File: src/rtl/sensor_pkt_pkg.sv
// Shared types and constants for the sensor snapshot path between the BNO085
// controller and the MCU SPI slave.
package sensor_pkt_pkg;

  typedef struct packed {
    logic signed [15:0] w;
    logic signed [15:0] x;
    logic signed [15:0] y;
    logic signed [15:0] z;
  } quat_t;

  typedef struct packed {
    logic signed [15:0] x;
    logic signed [15:0] y;
    logic signed [15:0] z;
  } gyro_t;

  typedef enum logic [1:0] {
    ST_IDLE    = 2'd0,
    ST_GATHER  = 2'd1,
    ST_PRESENT = 2'd2,
    ST_HOLDOFF = 2'd3
  } sched_state_t;

  localparam logic [7:0] PKT_HEADER = 8'hAA;
  localparam int         PKT_BYTES  = 16;

  // Adds up to two drop events in one cycle and pins the result at 255.
  function automatic logic [7:0] sat_add8(input logic [7:0] a, input logic [1:0] inc);
    logic [8:0] sum;
    sum = {1'b0, a} + {7'b0, inc};
    return sum[8] ? 8'hFF : sum[7:0];
  endfunction

endpackage

File: src/rtl/sync_rise_detect.sv
// Synchronizes an asynchronous level into clk and emits a one-cycle pulse on
// its rising edge.
module sync_rise_detect #(
  parameter int STAGES = 2
) (
  input  logic clk,
  input  logic rst_n,
  input  logic async_sig,
  output logic rise
);

  logic [STAGES-1:0] sync_q;
  logic              last_q;

  always_ff @(posedge clk or negedge rst_n) begin
    if (!rst_n) begin
      sync_q <= '0;
      last_q <= 1'b0;
    end else begin
      sync_q <= (sync_q << 1) | STAGES'(async_sig);
      last_q <= sync_q[STAGES-1];
    end
  end

  assign rise = sync_q[STAGES-1] & ~last_q;

endmodule

File: src/rtl/sensor_snapshot_scheduler.sv
// Pairs quaternion/gyro updates into a frozen snapshot, presents it with done
// to the MCU and retires it on a synchronized load edge or on timeout.
module sensor_snapshot_scheduler
  import sensor_pkt_pkg::*;
#(
  parameter int GATHER_CYCLES  = 1000,
  parameter int ACK_TIMEOUT    = 3_000_000,
  parameter int HOLDOFF_CYCLES = 16,
  parameter int SYNC_STAGES    = 2
) (
  input  logic        clk,
  input  logic        rst_n,
  input  logic        quat_valid_in,
  input  logic [15:0] quat_w_in,
  input  logic [15:0] quat_x_in,
  input  logic [15:0] quat_y_in,
  input  logic [15:0] quat_z_in,
  input  logic        gyro_valid_in,
  input  logic [15:0] gyro_x_in,
  input  logic [15:0] gyro_y_in,
  input  logic [15:0] gyro_z_in,
  input  logic        load,
  output logic [15:0] snap_quat_w,
  output logic [15:0] snap_quat_x,
  output logic [15:0] snap_quat_y,
  output logic [15:0] snap_quat_z,
  output logic [15:0] snap_gyro_x,
  output logic [15:0] snap_gyro_y,
  output logic [15:0] snap_gyro_z,
  output logic        snap_quat_valid,
  output logic        snap_gyro_valid,
  output logic        done,
  output logic [7:0]  seq,
  output logic [7:0]  drop_cnt,
  output logic        timeout_flag
);

  localparam logic [1:0] IDLE    = ST_IDLE;
  localparam logic [1:0] GATHER  = ST_GATHER;
  localparam logic [1:0] PRESENT = ST_PRESENT;
  localparam logic [1:0] HOLDOFF = ST_HOLDOFF;

  localparam logic [31:0] GATHER_LAST  = 32'(GATHER_CYCLES - 1);
  localparam logic [31:0] TIMEOUT_LAST = 32'(ACK_TIMEOUT - 1);
  localparam logic [31:0] HOLDOFF_LAST = 32'(HOLDOFF_CYCLES - 1);

  logic [1:0]  state;
  logic [31:0] cnt;
  logic        pend_q, pend_g;
  quat_t       pend_quat, snap_quat;
  gyro_t       pend_gyro, snap_gyro;
  logic        load_rise;
  logic        go_present;
  logic        drop_q, drop_g;

  sync_rise_detect #(.STAGES(SYNC_STAGES)) u_load_sync (
    .clk       (clk),
    .rst_n     (rst_n),
    .async_sig (load),
    .rise      (load_rise)
  );

  // A pulse that lands on the transfer cycle refills a flag being emptied, so it is not a drop.
  always_comb begin
    go_present = 1'b0;
    if (state == IDLE)
      go_present = pend_q & pend_g;
    else if (state == GATHER)
      go_present = (pend_q & pend_g) | (cnt == GATHER_LAST);
    drop_q = quat_valid_in & pend_q & ~go_present;
    drop_g = gyro_valid_in & pend_g & ~go_present;
  end

  always_ff @(posedge clk or negedge rst_n) begin
    if (!rst_n) begin
      state        <= IDLE;
      cnt          <= '0;
      pend_q       <= 1'b0;
      pend_g       <= 1'b0;
      pend_quat    <= '0;
      pend_gyro    <= '0;
      snap_quat    <= '0;
      snap_gyro    <= '0;
      snap_quat_valid <= 1'b0;
      snap_gyro_valid <= 1'b0;
      done         <= 1'b0;
      seq          <= '0;
      drop_cnt     <= '0;
      timeout_flag <= 1'b0;
    end else begin
      if (quat_valid_in) begin
        pend_quat <= '{w: quat_w_in, x: quat_x_in, y: quat_y_in, z: quat_z_in};
        pend_q    <= 1'b1;
      end else if (go_present) begin
        pend_q <= 1'b0;
      end
      if (gyro_valid_in) begin
        pend_gyro <= '{x: gyro_x_in, y: gyro_y_in, z: gyro_z_in};
        pend_g    <= 1'b1;
      end else if (go_present) begin
        pend_g <= 1'b0;
      end
      drop_cnt <= sat_add8(drop_cnt, {1'b0, drop_q} + {1'b0, drop_g});

      if (go_present) begin
        state <= PRESENT;
        cnt   <= '0;
        done  <= 1'b1;
        seq   <= seq + 8'd1;
        if (pend_q) snap_quat <= pend_quat;
        if (pend_g) snap_gyro <= pend_gyro;
        snap_quat_valid <= pend_q;
        snap_gyro_valid <= pend_g;
      end else begin
        case (state)
          IDLE: begin
            if (pend_q | pend_g) begin
              state <= GATHER;
              cnt   <= '0;
            end
          end
          GATHER: cnt <= cnt + 32'd1;
          PRESENT: begin
            if (load_rise) begin
              state        <= HOLDOFF;
              cnt          <= '0;
              done         <= 1'b0;
              timeout_flag <= 1'b0;
            end else if (ACK_TIMEOUT != 0 && cnt == TIMEOUT_LAST) begin
              state        <= HOLDOFF;
              cnt          <= '0;
              done         <= 1'b0;
              timeout_flag <= 1'b1;
            end else begin
              cnt <= cnt + 32'd1;
            end
          end
          default: begin
            if (cnt == HOLDOFF_LAST) begin
              state <= IDLE;
              cnt   <= '0;
            end else begin
              cnt <= cnt + 32'd1;
            end
          end
        endcase
      end
    end
  end

  assign snap_quat_w = snap_quat.w;
  assign snap_quat_x = snap_quat.x;
  assign snap_quat_y = snap_quat.y;
  assign snap_quat_z = snap_quat.z;
  assign snap_gyro_x = snap_gyro.x;
  assign snap_gyro_y = snap_gyro.y;
  assign snap_gyro_z = snap_gyro.z;

endmodule

File: config.mk
export PLATFORM = sky130hd
export DESIGN_NAME = sensor_snapshot_scheduler
export DESIGN_NICKNAME = d
export VERILOG_FILES = /design/src/rtl/sensor_pkt_pkg.sv /design/src/rtl/sync_rise_detect.sv /design/src/rtl/sensor_snapshot_scheduler.sv
export SDC_FILE = /design/constraint.sdc
export NUM_CORES = 1
export LEC_CHECK = 0
export CAP_MARGIN = 15
export CORE_ASPECT_RATIO = 1.5
export CORE_MARGIN = 3
export CORE_UTILIZATION = 35
export CTS_CLUSTER_SIZE = 8
export DETAILED_ROUTE_END_ITERATION = 10
export PLACE_DENSITY = 0.61
export SLEW_MARGIN = 15
export SYNTH_ARGS = -nofsm -noshare
export SYNTH_HDL_FRONTEND = slang
export SYNTH_SLANG_ARGS = --single-unit
File: constraint.sdc
create_clock -name clk -period 3.45 [get_ports clk]
set_input_delay 0.345 -clock clk [delete_from_list [all_inputs] [get_ports clk]]
set_output_delay 0.345 -clock clk [all_outputs]
set_load 0.02 [all_outputs]
==> results of run 1 <==
critical path: stages (launching register included):
cell and delay (ns):
dfrtp_1 0.42, nor4_1 0.36, nand4_1 0.36, nor4_4 0.54, a21oi_1 0.13, nand3_1 0.14
fa_1 0.17, inv_1 0.05, ha_1 0.21, nand2_1 0.10, nor2_1 0.07, nand3_1 0.17
nand2_1 0.09
registers in the layout, summed over array words and instances (netlist names), 8 cells and up:
name         count
pend_quat       64
pend_gyro       48
cnt             32
snap_gyro_x     16
snap_gyro_y     16
snap_gyro_z     16
snap_quat_w     16
snap_quat_x     16
snap_quat_y     16
snap_quat_z     16
drop_cnt         8
seq              8
cell type report:
| cell class | instances | area [sq um] | area share |
|---|---|---|---|
| Clock buffer | 43 | 1050 | 0.0683 |
| Multi-Input combinational cell | 483 | 4070 | 0.263 |
| Tap cell | 410 | 513 | 0.0332 |
| Antenna cell | 2 | 5.00 | 0.000324 |
| Inverter | 10 | 37.5 | 0.00243 |
| Timing Repair Buffer | 264 | 2640 | 0.171 |
| Clock inverter | 2 | 46.3 | 0.00300 |
| Sequential cell | 283 | 7080 | 0.459 |
logic make-up after synthesis:
group / Yosys count
and+or+nand+nor: 158
adders and majority gates: 4
buffers and inverters: 52
AOI/OAI and AO/OA: 79
muxes: 225
xor gates and xnor gates: 17
DFF: 283
power by group through the flow:
stage / Combinational (mW) / Sequential (mW) / Clock (mW)
6_report: 4.51 / 4.85 / 3.54
5_1_grt: 4.82 / 4.99 / 3.79
4_1_cts: 4.59 / 4.87 / 3.66
3_5_place_dp: 4.57 / 4.90 / 0
3_3_place_gp: 4.54 / 4.86 / 0
2_1_floorplan: 1.49 / 5.72 / 0
cells in the final DEF (no fill, tap or decap), types with 4 or more instances in the layout:
cell	synthesis	layout
nand2_1	52	52
dfrtp_1	283	283
xnor2_1	12	12
nor2_1	12	12
o21ai_0	17	17
nor3_1	8	7
mux2_1	14	14
nand2b_1	5	5
or3_1	6	6
xor2_1	5	5
clkbuf_16	0	42
a21oi_1	19	19
nand4_1	14	14
a31oi_1	21	21
a21o_1	7	7
inv_1	10	10
nor4_1	9	9
nand3_1	27	27
clkdlybuf4s50_1	0	245
and3_1	9	9
buf_4	2	13
a41oi_1	4	4
mux2_2	211	211
nor2b_1	5	5
worst max path at each step:
stage | endpoint | depth (start not counted) | slack [ns] | startpoint
global placement | drop_cnt[5]$_DFF_PN0_ | 12 | 0.54 | cnt[23]$_DFFE_PN0P_
floorplan | drop_cnt[1]$_DFF_PN0_ | 13 | 0.64 | cnt[0]$_DFFE_PN0P_
CTS | drop_cnt[2]$_DFF_PN0_ | 12 | 0.45 | cnt[23]$_DFFE_PN0P_
finish | drop_cnt[2]$_DFF_PN0_ | 12 | 0.50 | cnt[23]$_DFFE_PN0P_
global route | drop_cnt[2]$_DFF_PN0_ | 12 | 0.14 | cnt[23]$_DFFE_PN0P_
detailed placement | drop_cnt[2]$_DFF_PN0_ | 12 | 0.48 | cnt[23]$_DFFE_PN0P_
cells in the mapped netlist, types with 3 or more instances:
| library cell | instances |
|---|---|
| dfrtp_1 | 283 |
| mux2_2 | 211 |
| nand2_1 | 52 |
| nand3_1 | 27 |
| clkbuf_1 | 26 |
| a31oi_1 | 21 |
| a21oi_1 | 19 |
| o21ai_0 | 17 |
| mux2_1 | 14 |
| nand4_1 | 14 |
| nor2_1 | 12 |
| xnor2_1 | 12 |
| buf_2 | 10 |
| inv_1 | 10 |
| and3_1 | 9 |
| nor4_1 | 9 |
| nor3_1 | 8 |
| a21o_1 | 7 |
| or3_1 | 6 |
| nand2b_1 | 5 |
| nor2b_1 | 5 |
| xor2_1 | 5 |
| a41oi_1 | 4 |
| ha_1 | 3 |
| o21ai_1 | 3 |
| or4_1 | 3 |
per-layer routing:
layer | wire [um] | GRT usage | up-vias | part of all wire
met5 | 13 | 0 | - | 0.00047
met4 | 829 | 0.0601 | 2 | 0.030
met3 | 1840 | 0.0514 | 49 | 0.067
met2 | 14200 | 0.271 | 210 | 0.52
met1 | 10600 | 0.180 | 3735 | 0.39
li1 | - | - | 3454 | -
==> summary.md, run 1 <==
| Metric | Value |
|---|---|
| Top cell type's share of synthesized area | `0.624` |
| # resized after CTS | `0` |
| Port Buffers | `248` |
| MaxCap Viol Count | `0` |
| Netlist cell types | `41` |
| CTS buffer count | `41` |
| RSZ-0062 raised after global routing | `no` |
| Post-synth ARST share | `1.00` |
| DRC | `0` |
| Clock Latency Late Sink | `0.52 ns` |
| DP Area | `0.0143 sq mm` |
| Vias per cell | `4.98` |
| WL/cell | `18.4 um` |
| Worst hold path class | `in2reg` |
| Post-CTS Hold Buffers | `1` |
| Sequential share of power | `0.376` |
| Final worst path period share | `0.856` |
| Hold endpoint | `u_load_sync.sync_q[0]$_DFF_PN0_` |
| R2R Path End | `drop_cnt[2]$_DFF_PN0_` |
| Root Buffer | `clkbuf_16` |
| Final max-slew violation count | `0` |
| Reg-to-reg startpoint | `cnt[23]$_DFFE_PN0P_` |
| Die Wd | `153 um` |
| Mapped Nets | `939` |
| Post-synth EDFFs | `0` |
| Largest area contributor in the synthesized netlist | `dfrtp_1` |
| Switch share | `0.317` |
| Crit path max fanout | `6` |
| Post-route ant nets | `0` |
| Fraction of layout cells with a size suffix above 1 | `0.255` |
| CTS H-Tree Depth | `2` |
| Die ar. | `0.0347 sq mm` |
| Dpl ws | `0.478 ns` |
| Main combinational cell family by area after synthesis | `multiplexers` |
| Number of fill cells | `2,858` |
| Syn Area/Cell | `13.9 sq um` |
| Worst Clk Skew | `0.0147 ns` |
| Adder-Cell Fraction of Synth Area | `0.00507` |
| Power Total | `12.9 mW` |
| Vias in the first global route | `7,863` |
| Initial antenna violation count | `3` |
| Largest net degree at the start of global routing | `90` |
| # Post-CTS Setup Buffers | `0` |
| Mapped Cells | `818` |
| Synth Area in Simple Gates | `0.0720` |
| Gr usage total | `0.156` |
| First-pass GRT wire length | `43,600 um` |
| TritonRoute pass-1 iters | `4` |
| R2r setup slk | `0.50 ns` |
| Vias post-DR | `7,450` |
| Logic pwr share | `0.349` |
| R2R depth | `12` |
| Dpl hpwl | `18,800 um` |
| Die Y | `227 um` |
| Nets | `1,204` |
| Setup TNS | `0 ns` |
| Mapped Area | `0.0113 sq mm` |
| Critical Path Start Type | `flip-flop` |
| Final core utilization | `0.484` |
| Final Setup Violations | `0` |
| Hold Path Origin | `load` |
| Max_slew headroom | `0.434` |
| Reg clk slew, reported paths | `0.05 ns` |
| WP data arrival | `3.33 ns` |
| IR drop worst, VDD | `0.513 mV` |
| Crit Path Class | `reg2reg` |
| Worst Slack Setup Final | `0.498 ns` |
| LEAKAGE | `6.53 nW` |
| Critical Path Sink Type | `flip-flop` |
| I/O Pins | `249` |
| CORE AREA | `0.0319 sq mm` |
| Pint | `8.81 mW` |
| Worst-Margin Slew | `0.849 ns` |
| Endpoints failing hold | `0` |
| Ys Warns | `0` |
| CP required | `3.83 ns` |
| Area Growth Syn to Fin | `36.1%` |
| Post-synthesis mux area share | `0.223` |
| #FFs+latches synth | `283` |
| Fmax | `339 MHz` |
| XOR/XNOR Fraction of Synth Area | `0.0131` |
| Switching pwr | `4.09 mW` |
| Compound-Gate Fraction of Synth Area | `0.0423` |
| Total grt overflow | `0` |
| Total clock sinks | `283` |
| Final WL | `27,500 um` |
| Sequential cell area fraction in the yosys report | `0.624` |
| Placed Instances | `1,449` |
| RePlAce Congestion | `0.852` |
| Run status | `completed` |
| PwrDens | `835 mW/mm^2` |
| Rows | `80` |
| Largest cells by area after synthesis | `dfrtp_1, mux2_2, nand2_1, mux2_1, nand3_1` |
| Starting Density | `0.355` |
| CTS max path bufs | `3` |
| CTS tree | `done` |
| Finished Layout Cells | `1,497` |
| Final instance area | `0.0154 sq mm` |
| Top_reg_cell synth | `dfrtp_1` |
| Hold_ws | `0.300 ns` |
| DRT iter0 DRCs | `364` |
| Clock power frac | `0.275` |
| Hold Crit Depth | `1` |
| Post-layout minimum cycle time | `2.95 ns` |
Note: power is estimated with default switching activity, not from simulation.
==> run 2: changes to the inputs <==
Settings changed: SLEW_MARGIN 15 to default.
Clock period 3.45 ns to 3.05 ns, I/O delays scaled along.
==> summary.md, run 2 (synthesized netlist as in run 1, its figures left out) <==
| Metric | Value |
|---|---|
| LEAKAGE | `6.59 nW (+0.87%)` |
| Vias post-DR | `7,566 (+1.6%)` |
| Crit Path Class | `reg2reg` |
| Hold Path Origin | `load` |
| Port Buffers | `248 (unchanged)` |
| Number of fill cells | `2,849 (-0.31%)` |
| Endpoints failing hold | `0 (unchanged)` |
| Clock Latency Late Sink | `0.53 ns (about the same)` |
| Most flop-heavy register | `pend_quat` |
| Max reg flops | `64 (unchanged)` |
| Fraction of layout cells with a size suffix above 1 | `0.263 (+0.00815)` |
| Critical Path Start Type | `flip-flop` |
| Total clock sinks | `283 (unchanged)` |
| Most frequent cells in the layout | `dfrtp_1, clkdlybuf4s50_1, mux2_2` |
| Total grt overflow | `0 (unchanged)` |
| Hold endpoint | `u_load_sync.sync_q[0]$_DFF_PN0_` |
| DRC | `0 (unchanged)` |
| Starting Density | `0.355 (unchanged)` |
| I/O Pins | `249 (unchanged)` |
| CP required | `3.50 ns (-0.33 ns)` |
| Die Y | `227 um (unchanged)` |
| Setup TNS | `0 ns (unchanged)` |
| Nets | `1,215 (+0.91%)` |
| R2r setup slk | `0.31 ns (-0.19 ns)` |
| Worst-Margin Slew | `0.970 ns (+0.121 ns)` |
| WL/cell | `18.8 um (+2.3%)` |
| Run status | `completed` |
| CTS buffer count | `41 (unchanged)` |
| Die Wd | `153 um (unchanged)` |
| Rows | `80 (unchanged)` |
| Final Setup Violations | `0 (unchanged)` |
| Reg-to-reg startpoint | `cnt[1]$_DFFE_PN0P_` |
| IR drop worst, VDD | `0.510 mV (-0.55%)` |
| Worst Clk Skew | `0.0269 ns (+0.0122 ns)` |
| Top Registers | `pend_quat: 64 flops, pend_gyro: 48 flops, cnt: 32 flops` |
| Fmax | `364 MHz (+7.6%)` |
| FF+latch area | `0.00708 sq mm (unchanged)` |
| Die ar. | `0.0347 sq mm (unchanged)` |
| Final WL | `28,300 um (+3.0%)` |
| CTS H-Tree Depth | `2 (unchanged)` |
| Initial antenna violation count | `2 (-1)` |
| Final worst path period share | `0.900 (+0.0440)` |
| Largest net degree at the start of global routing | `69 (-23%)` |
| Max_slew headroom | `0.353 (-0.0808)` |
| Multi-input logic area | `0.00407 sq mm (about the same)` |
| RePlAce Congestion | `0.883 (+3.6%)` |
| Area Growth Syn to Fin | `36.8%` |
| R2R Path End | `drop_cnt[1]$_DFF_PN0_` |
| WP data arrival | `3.19 ns (-0.14 ns)` |
| Hold Crit Depth | `1 (unchanged)` |
| Gr usage total | `0.161 (+0.00496)` |
| CTS tree | `done` |
| DRT iter0 DRCs | `324 (-11%)` |
| Worst hold path class | `in2reg` |
| MaxCap Viol Count | `0 (unchanged)` |
| Dpl hpwl | `19,300 um (+2.6%)` |
| Post-route ant nets | `0 (unchanged)` |
| CORE AREA | `0.0319 sq mm (unchanged)` |
| First-pass GRT wire length | `45,000 um (+3.3%)` |
| Post-layout minimum cycle time | `2.74 ns (-0.208 ns)` |
| Reg clk slew, reported paths | `0.05 ns (about the same)` |
| Critical Path Sink Type | `flip-flop` |
| Root Buffer | `clkbuf_16` |
| Most common cell after layout, fill and taps aside | `dfrtp_1` |
| Final max-slew violation count | `0 (unchanged)` |
| PwrDens | `940 mW/mm^2 (+13%)` |
| R2R depth | `13 (+1)` |
| Crit path max fanout | `6 (unchanged)` |
| TritonRoute pass-1 iters | `4 (unchanged)` |
| RSZ-0062 raised after global routing | `no` |
| Vias per cell | `5.02 (+0.82%)` |
| Final core utilization | `0.486 (+0.00274)` |
| CTS max path bufs | `3 (unchanged)` |
| Vias in the first global route | `8,136 (+3.5%)` |
run 2: cell types whose count changed in the layout (fill, tap and decap cells not counted), sizes merged:
cell    before  now
buf         18   29
bufinv       1    0
clkbuf      43   44
clkinv       1    2
diode        2    1
run 2: layout make-up:
type | count | area share
diodes | 1 | 0.000161
flip-flops and latches | 283 | 0.456
repair buffers | 275 | 0.177
clock inverters | 2 | 0.00137
multi-input cells | 483 | 0.262
inverters | 10 | 0.00242
clock buffers | 44 | 0.0682
well taps | 410 | 0.0330
run 2: worst max-delay path by stage:
stage,end,slack [ns],depth (start not counted),start
floorplan,drop_cnt[1]$_DFF_PN0_,0.24,13,cnt[0]$_DFFE_PN0P_
global placement,drop_cnt[1]$_DFF_PN0_,0.35,13,cnt[1]$_DFFE_PN0P_
detailed placement,drop_cnt[1]$_DFF_PN0_,0.24,13,cnt[1]$_DFFE_PN0P_
CTS,drop_cnt[0]$_DFF_PN0_,0.21,13,cnt[1]$_DFFE_PN0P_
global route,drop_cnt[5]$_DFF_PN0_,0.05,12,cnt[28]$_DFFE_PN0P_
finish,drop_cnt[1]$_DFF_PN0_,0.31,13,cnt[1]$_DFFE_PN0P_
run 2: critical path, cell delays in order, from the launching register on:
cell and delay, ns:
dfrtp_1 0.44, ha_1 0.27, nand2_1 0.09, or3_1 0.18, nor4_4 0.05, a21oi_2 0.19, nand3_1 0.14, fa_1 0.40
inv_1 0.08, ha_1 0.20, nand2_1 0.10, nor2_1 0.20, nand3_1 0.21, nand2b_1 0.12
run 2: power by group:
group	internal (mW)	switching, mW	total [mW]
combinational	2.67	2.50	5.18
sequential	4.84	0.635	5.47
clock	2.41	1.53	3.95
total	9.93	4.67	14.6
run 2: repair_timing:
action	4_1_cts	5_1_grt
resized for setup	0	1
buffers inserted	0	0
setup endpoints to repair	0	6
hold buffers	1	0
endpoints found under the hold margin	64	0
run 2: layer usage:
metal	vias up	part of all wire	track usage
met3	54	0.069	0.0489
li1	3471	-	-
met5	-	0.00025	0
met1	3821	0.37	0.184
met2	218	0.52	0.285
met4	2	0.032	0.0615
run 2: metrics by stage:
step	power, mW	hold slack [ns]	setup WS (ns)	cell area, sq um	std cells
final	14.6	0.224	0.306	15500	1508
after CTS	14.8	0.200	0.207	15500	1507
after detailed placement	10.8	0.308	0.240	14400	1460
after floorplan	8.15	0.00941	0.240	11300	818
after global placement	10.7	0.307	0.352	14400	1460
after global routing	15.4	0.206	0.0473	15500	1508
==> run 3: changes to the inputs <==
Settings changed: ABC_CLOCK_PERIOD_IN_PS from default to 3050.
==> results of run 3 <==
Final layout, timing and power as in run 2 (identical DEF).
